### src/rtl/mult_trojan_scan_ctrl.sv
`default_nettype none
// ============================================================================
//  Module      : mult_trojan_scan_ctrl
//  Description : Self-test sequencer for a combinational WIDTHxWIDTH array
//                multiplier. Each vector is applied to the multiplier, allowed
//                to settle for SETTLE_CYCLES, and its product is compared with
//                a golden a*b. Mismatches are counted (saturating) and the
//                first failing vector is captured. The first four vectors are
//                directed patterns; the rest come from a 32-bit Galois LFSR.
//  Ports       : clk, rst        - clock / synchronous active-high reset
//                start_i, seed_i - run request and LFSR seed (0 = default)
//                mult_a_o/_b_o   - registered operands to the multiplier
//                mult_p_i        - product returned by the multiplier
//                busy_o, done_o, pass_o - run status
//                err_cnt_o, vec_cnt_o   - mismatch / vector counters
//                fail_a_o/_b_o/_p_o     - first mismatching vector
//  Revision    : 1.0 - initial release
// ============================================================================
module mult_trojan_scan_ctrl #(
    parameter int          WIDTH         = 16,
    parameter int          NUM_VECTORS   = 1024,
    parameter int          SETTLE_CYCLES = 2,
    parameter logic [31:0] LFSR_SEED     = 32'hACE11234,
    parameter int          ERR_W         = 16
) (
    input  logic                 clk,
    input  logic                 rst,
    input  logic                 start_i,
    input  logic [31:0]          seed_i,
    output logic [WIDTH-1:0]     mult_a_o,
    output logic [WIDTH-1:0]     mult_b_o,
    input  logic [2*WIDTH-1:0]   mult_p_i,
    output logic                 busy_o,
    output logic                 done_o,
    output logic                 pass_o,
    output logic [ERR_W-1:0]     err_cnt_o,
    output logic [15:0]          vec_cnt_o,
    output logic [WIDTH-1:0]     fail_a_o,
    output logic [WIDTH-1:0]     fail_b_o,
    output logic [2*WIDTH-1:0]   fail_p_o
);

    // Galois right-shift mask for x^32 + x^22 + x^2 + x + 1
    localparam logic [31:0] c_LFSR_MASK = 32'h8020_0003;
    localparam int          c_SW        = (SETTLE_CYCLES < 2) ? 1 : $clog2(SETTLE_CYCLES + 1);
    localparam logic [c_SW-1:0] c_SETTLE = c_SW'(SETTLE_CYCLES);
    localparam logic [15:0] c_NUM_VEC   = 16'(NUM_VECTORS);
    localparam logic [WIDTH-1:0] c_ONE  = WIDTH'(1);

    typedef enum logic [2:0] {
        S_IDLE   = 3'd0,
        S_APPLY  = 3'd1,
        S_SETTLE = 3'd2,
        S_CHECK  = 3'd3,
        S_DONE   = 3'd4
    } state_t;

    state_t               state_q;
    logic [31:0]          lfsr_q;
    logic [c_SW-1:0]      settle_q;
    logic [2*WIDTH-1:0]   exp_q;
    logic [WIDTH-1:0]     mult_a_q;
    logic [WIDTH-1:0]     mult_b_q;
    logic                 busy_q;
    logic                 done_q;
    logic [ERR_W-1:0]     err_cnt_q;
    logic [15:0]          vec_cnt_q;
    logic [WIDTH-1:0]     fail_a_q;
    logic [WIDTH-1:0]     fail_b_q;
    logic [2*WIDTH-1:0]   fail_p_q;

    logic [WIDTH-1:0]     w_alt;
    logic [WIDTH-1:0]     w_lfsr_a;
    logic [WIDTH-1:0]     w_lfsr_b;
    logic [WIDTH-1:0]     w_vec_a;
    logic [WIDTH-1:0]     w_vec_b;
    logic [2*WIDTH-1:0]   w_prod;
    logic [31:0]          w_lfsr_next;
    logic [15:0]          w_vec_next;
    logic                 w_mismatch;

    // Alternating 1010... pattern sized to WIDTH (0xAAAA at 16 bits)
    genvar gi;
    generate
        for (gi = 0; gi < WIDTH; gi++) begin : g_alt
            assign w_alt[gi] = (gi % 2) == 1;
        end
    endgenerate

    // LFSR halves fitted to WIDTH: zero-extended if wider, truncated if narrower
    generate
        if (WIDTH == 16) begin : g_lfsr_eq
            assign w_lfsr_a = lfsr_q[31:16];
            assign w_lfsr_b = lfsr_q[15:0];
        end else if (WIDTH > 16) begin : g_lfsr_wide
            assign w_lfsr_a = {{(WIDTH-16){1'b0}}, lfsr_q[31:16]};
            assign w_lfsr_b = {{(WIDTH-16){1'b0}}, lfsr_q[15:0]};
        end else begin : g_lfsr_narrow
            assign w_lfsr_a = lfsr_q[16+WIDTH-1:16];
            assign w_lfsr_b = lfsr_q[WIDTH-1:0];
        end
    endgenerate

    // Vector source selected by the index of the vector about to be applied
    always_comb begin
        w_vec_a = w_lfsr_a;
        w_vec_b = w_lfsr_b;
        case (vec_cnt_q)
            16'd0: begin w_vec_a = '0;    w_vec_b = '0;    end
            16'd1: begin w_vec_a = '1;    w_vec_b = '1;    end
            16'd2: begin w_vec_a = w_alt; w_vec_b = w_alt; end
            16'd3: begin w_vec_a = '1;    w_vec_b = c_ONE; end
            default: ;
        endcase
    end

    assign w_prod      = {{WIDTH{1'b0}}, w_vec_a} * {{WIDTH{1'b0}}, w_vec_b};
    assign w_lfsr_next = lfsr_q[0] ? ((lfsr_q >> 1) ^ c_LFSR_MASK) : (lfsr_q >> 1);
    assign w_vec_next  = vec_cnt_q + 16'd1;
    assign w_mismatch  = (mult_p_i != exp_q);

    always_ff @(posedge clk) begin
        if (rst) begin
            state_q   <= S_IDLE;
            lfsr_q    <= '0;
            settle_q  <= '0;
            exp_q     <= '0;
            mult_a_q  <= '0;
            mult_b_q  <= '0;
            busy_q    <= 1'b0;
            done_q    <= 1'b0;
            err_cnt_q <= '0;
            vec_cnt_q <= '0;
            fail_a_q  <= '0;
            fail_b_q  <= '0;
            fail_p_q  <= '0;
        end else begin
            case (state_q)
                S_IDLE, S_DONE: begin
                    if (start_i) begin
                        err_cnt_q <= '0;
                        vec_cnt_q <= '0;
                        fail_a_q  <= '0;
                        fail_b_q  <= '0;
                        fail_p_q  <= '0;
                        lfsr_q    <= (seed_i == 32'd0) ? LFSR_SEED : seed_i;
                        busy_q    <= 1'b1;
                        done_q    <= 1'b0;
                        state_q   <= S_APPLY;
                    end
                end
                S_APPLY: begin
                    mult_a_q <= w_vec_a;
                    mult_b_q <= w_vec_b;
                    exp_q    <= w_prod;
                    settle_q <= c_SETTLE;
                    state_q  <= S_SETTLE;
                end
                S_SETTLE: begin
                    settle_q <= settle_q - 1'b1;
                    if (settle_q == c_SW'(1)) begin
                        state_q <= S_CHECK;
                    end
                end
                S_CHECK: begin
                    if (w_mismatch) begin
                        if (err_cnt_q != '1) begin
                            err_cnt_q <= err_cnt_q + 1'b1;
                        end
                        // Only the first failure of a run is captured
                        if (err_cnt_q == '0) begin
                            fail_a_q <= mult_a_q;
                            fail_b_q <= mult_b_q;
                            fail_p_q <= mult_p_i;
                        end
                    end
                    vec_cnt_q <= w_vec_next;
                    if (vec_cnt_q >= 16'd4) begin
                        lfsr_q <= w_lfsr_next;
                    end
                    if (w_vec_next == c_NUM_VEC) begin
                        busy_q  <= 1'b0;
                        done_q  <= 1'b1;
                        state_q <= S_DONE;
                    end else begin
                        state_q <= S_APPLY;
                    end
                end
                default: begin
                    state_q <= S_IDLE;
                    busy_q  <= 1'b0;
                    done_q  <= 1'b0;
                end
            endcase
        end
    end

    assign mult_a_o  = mult_a_q;
    assign mult_b_o  = mult_b_q;
    assign busy_o    = busy_q;
    assign done_o    = done_q;
    assign pass_o    = done_q && (err_cnt_q == '0);
    assign err_cnt_o = err_cnt_q;
    assign vec_cnt_o = vec_cnt_q;
    assign fail_a_o  = fail_a_q;
    assign fail_b_o  = fail_b_q;
    assign fail_p_o  = fail_p_q;

endmodule
`default_nettype wire

### config.mk
export PLATFORM = sky130hd
export DESIGN_NAME = mult_trojan_scan_ctrl
export DESIGN_NICKNAME = d
export VERILOG_FILES = /design/src/rtl/mult_trojan_scan_ctrl.sv
export SDC_FILE = /design/constraint.sdc
export NUM_CORES = 1
export LEC_CHECK = 0
export CORE_MARGIN = 2
export CORE_UTILIZATION = 66
export DETAILED_ROUTE_END_ITERATION = 7
export DONT_BUFFER_PORTS = 1
export MAX_ROUTING_LAYER = met4
export PLACE_DENSITY = 0.82
export SYNTH_ARGS = -nofsm -noshare
export SYNTH_HDL_FRONTEND = slang
export SYNTH_SLANG_ARGS = --single-unit
### constraint.sdc
create_clock -name clk -period 7.85 [get_ports clk]
set_clock_uncertainty 0.15 [all_clocks]
set_input_delay 2.355 -clock clk [delete_from_list [all_inputs] [get_ports clk]]
set_output_delay 2.355 -clock clk [all_outputs]
set_load 0.1 [all_outputs]
==> reports/metrics.yaml, run 1 <==
floorplanning:
  initial_utilization_pct: 66.6
  die_width_um: 165
  rows: 59
  die_h_um: 165
  dieArea_um2: 27300
  design.core.area_um2: 25800
  io_pins: 198
worst_setup_path:
  cpMostUsedCell: "fa_1"
  startpoint_type: "flop"
  end_kind: "flop"
  cp_slowest_cell: "fa_1"
  cp.arrival_ps: 7810
  cp.depth: 27
  cp_top_family: "adder cells"
  worstPathMaxFanout: 26
  worstPathRequired_ps: 8070
  r2r_cells: 27
  cpPeakStageDelay_ps: 540
  crit_type: "reg2reg"
  critPathBufInv: 7
yosys:
  yosys_warnings: 0
  synth-async-reset-ratio_pct: 0
  synth_edf_count: 0
  yosysTopAreaCell: "dfxtp_1"
  mappedNetlistArea_um2: 17200
  synthFlopType: "dfxtp_1"
  synth_nets: 2385
  synth.area.top_cells: "dfxtp_1 (23%), fa_1 (23%), ha_1 (8.1%)"
  synth_cells: 2013
  yosys.cell_types.count: 70
  synth_top_area_share_pct: 23.2
  yosysSeqAreaShare_pct: 23.2
  syn_area_per_cell_um2: 8.53
  ys_ff_latch: 199
clock_tree:
  cts.clk_slew.worst_paths_ps: 100
  root_buffer: "clkbuf_16"
  cts_tree: "built"
  cts_buffers: 17
  clock-sinks: 199
  htreeDepth: 4
  clock_path_buffers: 2
  clock_latency_ps: 460
sta:
  hold_viol_final: 0
  max_freq_mhz: 132
  period_needed_ps: 7600
  worst_pin_slew_ps: 1400
  tns_ps: 0
  slew_headroom_pct: 6.43
  fin_crit_sh_pct: 96.8
  drv_slew: 0
  finalSetupViolCount: 0
drt:
  wl_per_cell_um: 23.1
  vias: 15100
  totalWireLength_um: 54600
  drc_errors: 0
  drtAntennaViolNets: 0
  firstDrtPassIters: 6
  vias_per_cell: 6.36
  drtIter0Drc: 1730
global_route:
  grt_overflow: 0
  grt_pass1_wl_um: 82700
  antenna_found_initial: 1
  grt_max_degree: 113
  grtUsageTotal_pct: 41.8
  first_global_vias: 14600
place:
  dp_cells: 2331
  port_buffers: 0
  hpwl_um: 42600
  placedInstanceArea_um2: 17800
  place.gp.congestion: 1.00
worst_hold_path:
  hold_class: "reg2reg"
  hold_depth: 2
finish:
  postLayoutCellArea_um2: 18500
  syn2layout_area_growth_pct: 7.82
  final_common_cell: "nor2_1"
  fin_nets: 2388
  layout_common_cells: "nor2_1 (300), nand2_1 (252), inv_1 (240)"
  final_cell_count_no_fill: 2365
  drive_above_1_share_pct: 9.02
power:
  seq_power_share_pct: 49.2
  p_sw_share_pct: 38.3
  intPower_w: 0.00163
  total_power_w: 0.00264
  p_comb_share_pct: 15.1
  switchingPower_w: 0.00101
  clock_power_share_pct: 35.7
  p_leak_nw: 8.22
  power.density_nw_per_um2: 143
  vdd_drop_max_mv: 0.153
outcome:
  outcome: "completed"
flow_run:
  drv_cap: 0
## power by group through the flow
stage                     Combinational (W)  Clock [W]  Sequential [W]
after floorplan                    0.000270          0         0.00132
after global placement             0.000378          0         0.00132
after detailed placement           0.000387          0         0.00132
after CTS                          0.000389   0.000940         0.00130
after global routing               0.000429   0.000975         0.00131
final                              0.000399   0.000943         0.00130
## metrics by stage
step / util, % / hold WS, ps / setup slack [ps]
after floorplan: - / 291 / 70.6
after global placement: 69.1 / 301 / 29.2
after detailed placement: 69.1 / 309 / -45.0
after CTS: 71.5 / 322 / 22.6
after global routing: 71.8 / 346 / -156
final: 71.8 / 324 / 255
## worst min-delay path: stages, from the launching register on
cell and delay [ps]:
dfxtp_1 330, nand2_1 60, a21oi_1 50
## registers in the layout (all words and copies together), names as in the netlist, 2 cells and up
register and flops:
vec_cnt_o 16, lfsr_q 32, settle_q 2, fail_b_o 16, mult_a_o 16, mult_b_o 16
exp_q 32, fail_p_o 32, state_q 3, err_cnt_o 16, fail_a_o 16
## Yosys cell counts, types with 5 or more instances
library cell and count:
nand2b_1 8, buf_2 29, or4_1 6, xnor2_1 52, o21bai_1 5, dfxtp_1 199
ha_1 111, a22oi_1 5, nor4_1 16, clkbuf_1 62, nor2_1 302, nand3_1 23
o31ai_1 5, fa_1 194, inv_1 240, a211oi_1 31, a22o_1 14, a21oi_2 10
a21oi_1 99, o211ai_1 8, and2_1 7, nor3_1 20, and3_1 8, a311oi_1 22
o21a_1 15, a21o_1 30, o21ai_0 33, o21ai_1 7, or2_2 6, o221ai_1 15
xor2_1 18, a31oi_1 5, buf_4 8, nand2_1 254, mux2i_1 66, nand4_1 23
## layer usage
| layer | up-vias | global-route usage, % | share of wire, % |
|---|---|---|---|
| li1 | 6625 | - | - |
| met1 | 7338 | 53.1 | 39 |
| met2 | 909 | 64.9 | 46 |
| met3 | 178 | 9.52 | 11 |
| met4 | 0 | 17.0 | 4.5 |
| met5 | - | - | 0 |
## cell families (layout without fill, tap and decap cells)
| family | Yosys count | after routing | share of synthesized area, % |
|---|---|---|---|
| fa+ha+maj | 305 | 305 | 30.7 |
| other cells | 0 | 1 | 0 |
| mux | 67 | 67 | 3.92 |
| simple gates | 697 | 697 | 17.3 |
| flops | 199 | 199 | 23.2 |
| xor+xnor | 70 | 70 | 3.57 |
| compound gates | 331 | 331 | 13.3 |
| buf+inv | 344 | 360 | 8.00 |
## final timing paths
path | slack, ps | startpoint | endpoint
setup reg to reg | 250 | vec_cnt_o[6]$_SDFFE_PP0P_ | exp_q[25]$_SDFFE_PP0P_
setup / recovery | 250 | vec_cnt_o[6]$_SDFFE_PP0P_ | exp_q[25]$_SDFFE_PP0P_
hold reg to reg | 320 | exp_q[16]$_SDFFE_PP0P_ | exp_q[16]$_SDFFE_PP0P_
hold / removal | 320 | exp_q[16]$_SDFFE_PP0P_ | exp_q[16]$_SDFFE_PP0P_
## cell type report
type	count	area, um2
diodes	1	2.50
multi-input cells	1470	11900
flip-flops and latches	199	3990
repair buffers	88	661
clock inverters	15	193
inverters	240	901
fillers	1982	7260
clock buffers	17	425
well taps	335	419
## what timing repair did
action	in CTS	in global routing
endpoints found under the hold margin	0	0
hold buffers	0	0
setup endpoints to repair	1	17
pin swaps	0	1
resized for setup	1	19
setup buffers	0	1
Power figures use the tool's default switching activity.
==> inputs of run 2 (changes only) <==
Settings changed: ABC_AREA from default to 1.
==> reports/metrics.yaml, run 2 <==
yosys:
  yosysTopAreaCell: "dfxtp_1"
  synth_edf_count: 0  # unchanged
  synth_nets: 2964  # +24%
  yosys.cell_count.top_type: "nand2_1"
  ys_top_cells_by_count: "nand2_1 (529), inv_1 (520), nor2_1 (331)"
  synthMuxAreaShare_pct: 0  # -3.9 points
  synth_simple_gate_area_share_pct: 23.2  # +5.9 points
  syn_area_per_cell_um2: 7.14  # -16%
  mappedNetlistArea_um2: 18500  # +7.9%
  synth.area.top_cells: "dfxtp_1 (22%), fa_1 (21%), nand2_1 (11%)"
  synth-xor-area-share_pct: 1.85  # -1.7 points
  synthFlopType: "dfxtp_1"
  synthAdderAreaFrac_pct: 28.5  # -2.2 points
  yosys_warnings: 0  # unchanged
  yosysSeqAreaShare_pct: 21.5  # -1.7 points
  ys_ff_latch: 199  # unchanged
  synth_compound_area_share_pct: 11.6  # -1.7 points
  synth_cells: 2592  # +29%
  yosys.cell_types.count: 56  # -20%
  synth-async-reset-ratio_pct: 0  # unchanged
  synth_top_family_by_area: "adder cells"
  synth_top_area_share_pct: 21.5  # -1.7 points
sta:
  max_freq_mhz: 134  # +2.1%
  rsz0062_at_grt: "false"
  period_needed_ps: 7440  # -153 ps
  tns_ps: 0  # unchanged
  fin_crit_sh_pct: 94.8  # -2.0 points
  worst_pin_slew_ps: 1320  # -81.2 ps
  drv_slew: 0  # unchanged
  finalSetupViolCount: 0  # unchanged
  slew_headroom_pct: 11.7  # +5.3 points
  holdWs_ps: 337  # +13.1 ps
  hold_viol_final: 0  # unchanged
clock_tree:
  htreeDepth: 4  # unchanged
  cts.clk_slew.worst_paths_ps: 70  # -30 ps
  cts_resized: 0  # -1
  clock-sinks: 199  # unchanged
  cts_tree: "built"
  clock_path_buffers: 2  # unchanged
  cts_hold_buffers: 0  # unchanged
  cts_buffers: 17  # unchanged
  post_cts_buffers: 0  # unchanged
  clock_latency_ps: 450  # about the same
  root_buffer: "clkbuf_16"
drt:
  firstDrtPassIters: 7  # +1
  vias_per_cell: 5.71  # -10%
  drtIter0Drc: 1839  # +6.3%
  drc_errors: 0  # unchanged
  vias: 16900  # +13%
  totalWireLength_um: 54400  # -0.34%
  wl_per_cell_um: 18.3  # -21%
  drtAntennaViolNets: 0  # unchanged
power:
  seq_power_share_pct: 50.2  # +1.0 points
  vdd_drop_max_mv: 0.157  # +2.1%
  clock_power_share_pct: 25.0  # -11 points
  p_sw_share_pct: 48.1  # +9.8 points
  p_comb_share_pct: 24.8  # +9.7 points
  power.density_nw_per_um2: 184  # +29%
  switchingPower_w: 0.00173  # +70%
  p_leak_nw: 9.55  # +16%
  intPower_w: 0.00186  # +14%
worst_hold_path:
  hold_class: "reg2reg"
global_route:
  first_global_vias: 16500  # +12%
  grt_pass1_wl_um: 86000  # +4.0%
  antenna_found_initial: 1  # unchanged
  grt_max_degree: 97  # -14%
  grtUsageTotal_pct: 38.9  # -2.8 points
  grt_overflow: 0  # unchanged
finish:
  fin_nets: 2944  # +23%
  postLayoutCellArea_um2: 19600  # +5.7%
  final_cell_count_no_fill: 2966  # +25%
  num-fill-cells: 2367  # +19%
  final_util_pct: 70.6  # -1.3 points
  drive_above_1_share_pct: 6.27  # -2.8 points
  final_common_cell: "nand2_1"
  syn2layout_area_growth_pct: 5.62
  layout_common_cells: "nand2_1 (529), inv_1 (519), nor2_1 (330)"
worst_setup_path:
  startpoint_type: "flop"
  cp.arrival_ps: 7630  # -180 ps
  crit_type: "reg2reg"
  end_kind: "flop"
  worstPathMaxFanout: 9  # -65%
  worstPathRequired_ps: 8040  # -30 ps
floorplanning:
  rows: 61  # +3.4%
  dieArea_um2: 29400  # +7.7%
  design.core.area_um2: 27700  # +7.5%
  io_pins: 198  # unchanged
  die_h_um: 171  # +3.8%
  initial_utilization_pct: 66.8  # +0.20 points
  die_width_um: 171  # +3.8%
place:
  place.gp.congestion: 1.07  # +6.5%
  dp_cells: 2931  # +26%
  port_buffers: 0  # unchanged
  hpwl_um: 42500  # -0.16%
  placedInstanceArea_um2: 19000  # +6.5%
outcome:
  outcome: "completed"
flow_run:
  drv_cap: 0  # unchanged
==> run 2: cell types whose count changed after synthesis, moves of 15 or more <==
| cell | before | now |
|---|---|---|
| inv_1 | 240 | 520 |
| nand2_1 | 254 | 529 |
| o21ai_0 | 33 | 178 |
| mux2i_1 | 66 | 0 |
| nand3_1 | 23 | 71 |
| xnor2_1 | 52 | 7 |
| a21oi_1 | 99 | 132 |
| a211oi_1 | 31 | 0 |
| nor2_1 | 302 | 331 |
| a21o_1 | 30 | 3 |
| a311oi_1 | 22 | 0 |
| inv_2 | 0 | 19 |
| nand4_1 | 23 | 42 |
| nor4_1 | 16 | 1 |
==> run 2: cells by family (layout without fill, tap and decap cells) <==
kind of cell               count (synthesis)  after routing
DFF                                      199            199
xor gates and xnor gates                  39             39
buffers and inverters                    633            626
adders and majority gates                305            305
and+or+nand+nor                         1037           1037
other                                      0              3
AOI/OAI and AO/OA                        379            379
==> run 2: layout make-up <==
cell class                 count  area (um2)  area share [%]
multi-input combinational   1760       12100            61.8
clock inverter                15         161           0.826
tap                          378         473            2.42
antenna                        3        7.51          0.0384
clock buffer                  17         425            2.18
sequential                   199        3980            20.4
inverter                     544        2050            10.5
timing repair buffer          50         375            1.92
==> run 2: worst paths after layout <==
| check | from | end | slack (ps) | cells past startpoint |
|---|---|---|---|---|
| min | settle_q[0]$_SDFFE_PP0P_ | settle_q[0]$_SDFFE_PP0P_ | 340 | 1 |
| min reg2reg | settle_q[0]$_SDFFE_PP0P_ | settle_q[0]$_SDFFE_PP0P_ | 340 | 1 |
| max reg2reg | vec_cnt_o[1]$_SDFFE_PP0P_ | exp_q[20]$_SDFFE_PP0P_ | 410 | 23 |
| max | vec_cnt_o[1]$_SDFFE_PP0P_ | exp_q[20]$_SDFFE_PP0P_ | 410 | 23 |
==> run 2: metrics by stage <==
step                      power [W]  setup slack [ps]
after floorplan             0.00241               419
after global placement      0.00265               661
after detailed placement    0.00268               533
after CTS                   0.00357               471
after global routing        0.00374              56.8
final                       0.00359               408
==> run 2: power groups by stage <==
stage                     clock (W)  sequential, W  combinational [W]
after global placement            0        0.00181           0.000837
after global routing       0.000937        0.00182           0.000987
after detailed placement          0        0.00182           0.000864
after CTS                  0.000897        0.00180           0.000872
after floorplan                   0        0.00177           0.000642
final                      0.000897        0.00180           0.000889
==> run 2: metal layers <==
layer	vias to the layer above	part of all wire [%]	global-route usage, %	routed length [um]
met1	8085	40	50.7	21900
met4	0	3.5	13.4	1900
met5	-	0	-	0
met3	141	11	7.43	5990
li1	7888	-	-	-
met2	830	45	61.2	24600
==> run 2: worst max-delay path, cell delays in order, from the launching register on <==
cell       delay, ps
dfxtp_1          480
inv_1            120
ha_1             320
o2111ai_2        660
nand2_2          400
inv_2            310
nand2_1          110
fa_1             520
fa_1             460
fa_1             550
inv_1             60
fa_1             500
fa_1             550
inv_1             60
fa_1             550
inv_1             50
ha_1             340
a21oi_1          240
o21ai_0          160
a21oi_1          260
nand3_1          130
xor2_1           150
o21ai_0          150
inv_1             50
==> inputs of run 3 (changes only) <==
Settings changed: CORE_UTILIZATION 66 to 70, CTS_BUF_LIST from default to sky130_fd_sc_hd__clkbuf_4 sky130_fd_sc_hd__clkbuf_8, PLACE_DENSITY 0.82 to 0.86.
Clock period 7.85 ns to 9.5 ns, I/O delays scaled along.
==> reports/metrics.yaml, run 3 (synthesis gave the netlist of run 2 again) <==
finish:
  layout_common_cells: "nand2_1 (529), inv_1 (519), nor2_1 (330)"
  syn2layout_area_growth_pct: 4.03
  num-fill-cells: 2081  # -12%
  final_cell_count_no_fill: 2908  # -2.0%
  drive_above_1_share_pct: 5.79  # -0.47 points
  fin_nets: 2931  # -0.44%
  final_util_pct: 74.1  # +3.5 points
  postLayoutCellArea_um2: 19300  # -1.5%
  final_common_cell: "nand2_1"
clock_tree:
  post_cts_buffers: 0  # unchanged
  cts.clk_slew.worst_paths_ps: 120  # +50 ps
  cts_resized: 0  # unchanged
  cts_tree: "built"
  cts_buffers: 17  # unchanged
  root_buffer: "clkbuf_8"
  cts_hold_buffers: 0  # unchanged
  clock-sinks: 199  # unchanged
  clock_path_buffers: 2  # unchanged
  htreeDepth: 4  # unchanged
  clock_latency_ps: 490  # +40 ps
global_route:
  grtUsageTotal_pct: 40.6  # +1.7 points
  grt_pass1_wl_um: 87300  # +1.5%
  antenna_found_initial: 1  # unchanged
  first_global_vias: 16700  # +1.4%
  grt_overflow: 0  # unchanged
  grt_max_degree: 73  # -25%
sta:
  hold_viol_final: 0  # unchanged
  fin_crit_sh_pct: 83.4  # -11 points
  max_freq_mhz: 126  # -6.1%
  worst_pin_slew_ps: 1200  # -122 ps
  slew_headroom_pct: 19.9  # +8.1 points
  drv_slew: 0  # unchanged
  rsz0062_at_grt: "false"
  period_needed_ps: 7920  # +482 ps
  finalSetupViolCount: 0  # unchanged
  tns_ps: 0  # unchanged
worst_setup_path:
  startpoint_type: "flop"
  cpMostUsedCell: "inv_1"
  worstPathRequired_ps: 9750  # +1710 ps
  cpPeakStageDelay_ps: 580  # -80 ps
  end_kind: "flop"
  cp_top_family: "adder cells"
  worstPathMaxFanout: 15  # +6
  cp.arrival_ps: 8170  # +540 ps
  crit_type: "reg2reg"
  critPathBufInv: 8  # +2
  cp_slowest_cell: "fa_1"
drt:
  drtIter0Drc: 1702  # -7.4%
  wl_met1_um: 21700  # -1.1%
  firstDrtPassIters: 6  # -1
  vias_per_cell: 5.83  # +2.1%
  vias: 17000  # +0.12%
  totalWireLength_um: 53500  # -1.6%
  route.met3.wl_um: 5400  # -9.8%
  wl_met2_um: 24300  # -1.2%
  top_layer_used: "met4"
  wl_per_cell_um: 18.4  # +0.38%
  drtAntennaViolNets: 0  # unchanged
  drc_errors: 0  # unchanged
place:
  hpwl_um: 41700  # -1.9%
  placedInstanceArea_um2: 18800  # -0.80%
  dp_cells: 2875  # -1.9%
  place.gp.congestion: 1.03  # -4.1%
  port_buffers: 0  # unchanged
power:
  power.density_nw_per_um2: 146  # -20%
  vdd_drop_max_mv: 0.180  # +15%
  p_leak_nw: 9.44  # -1.2%
floorplanning:
  dieArea_um2: 27800  # -5.6%
  io_pins: 198  # unchanged
  die_width_um: 167  # -2.8%
  design.core.area_um2: 26000  # -6.2%
  initial_utilization_pct: 71.2  # +4.4 points
  rows: 59  # -3.3%
  die_h_um: 167  # -2.8%
outcome:
  outcome: "completed"
worst_hold_path:
  hold_class: "reg2reg"
flow_run:
  drv_cap: 0  # unchanged
[run 3: path summary, 6_finish.rpt]
path | slack, ps | cells past startpoint | start | end
min | 330 | 2 | settle_q[1]$_SDFFE_PP0P_ | settle_q[1]$_SDFFE_PP0P_
max | 1580 | 28 | vec_cnt_o[0]$_SDFFE_PP0P_ | exp_q[29]$_SDFFE_PP0P_
max reg2reg | 1580 | 28 | vec_cnt_o[0]$_SDFFE_PP0P_ | exp_q[29]$_SDFFE_PP0P_
min reg2reg | 330 | 2 | settle_q[1]$_SDFFE_PP0P_ | settle_q[1]$_SDFFE_PP0P_
[run 3: report_power, final]
group	internal (W)	switching, W
clock network	0.000237	0.000378
logic	0.000210	0.000516
registers	0.000943	0.000536
total	0.00139	0.00143
[run 3: routing by layer]
layer	GRT usage, %	up-vias
li1	-	7860
met1	53.3	8049
met2	63.6	894
met3	7.39	162
met4	14.2	0
met5	-	-
[run 3: final cells by class]
cell class / instances / area [um2] / share of cell area (%)
Timing Repair Buffer: 37 / 278 / 1.44
Antenna cell: 1 / 2.50 / 0.0130
Multi-Input combinational cell: 1760 / 12100 / 62.7
Inverter: 544 / 2050 / 10.6
Clock buffer: 18 / 248 / 1.29
Tap cell: 335 / 419 / 2.18
Sequential cell: 199 / 3980 / 20.7
Clock inverter: 14 / 201 / 1.05
[run 3: stage by stage]
stage,hold WS [ps],power (W),setup slack (ps)
after global placement,297,0.00218,1790
after floorplan,279,0.00199,2070
final,330,0.00282,1580
after CTS,332,0.00280,1720
after global routing,351,0.00295,1190
after detailed placement,314,0.00220,1710
[run 3: worst reg2reg max path, delay by kind of cell, from the launching register on]
family                     cells  cell delay (ps)
buffers and inverters          8              980
DFF                            1              350
adders and majority gates      8             3850
and+or+nand+nor                9             1180
AOI/OAI and AO/OA              3             1360
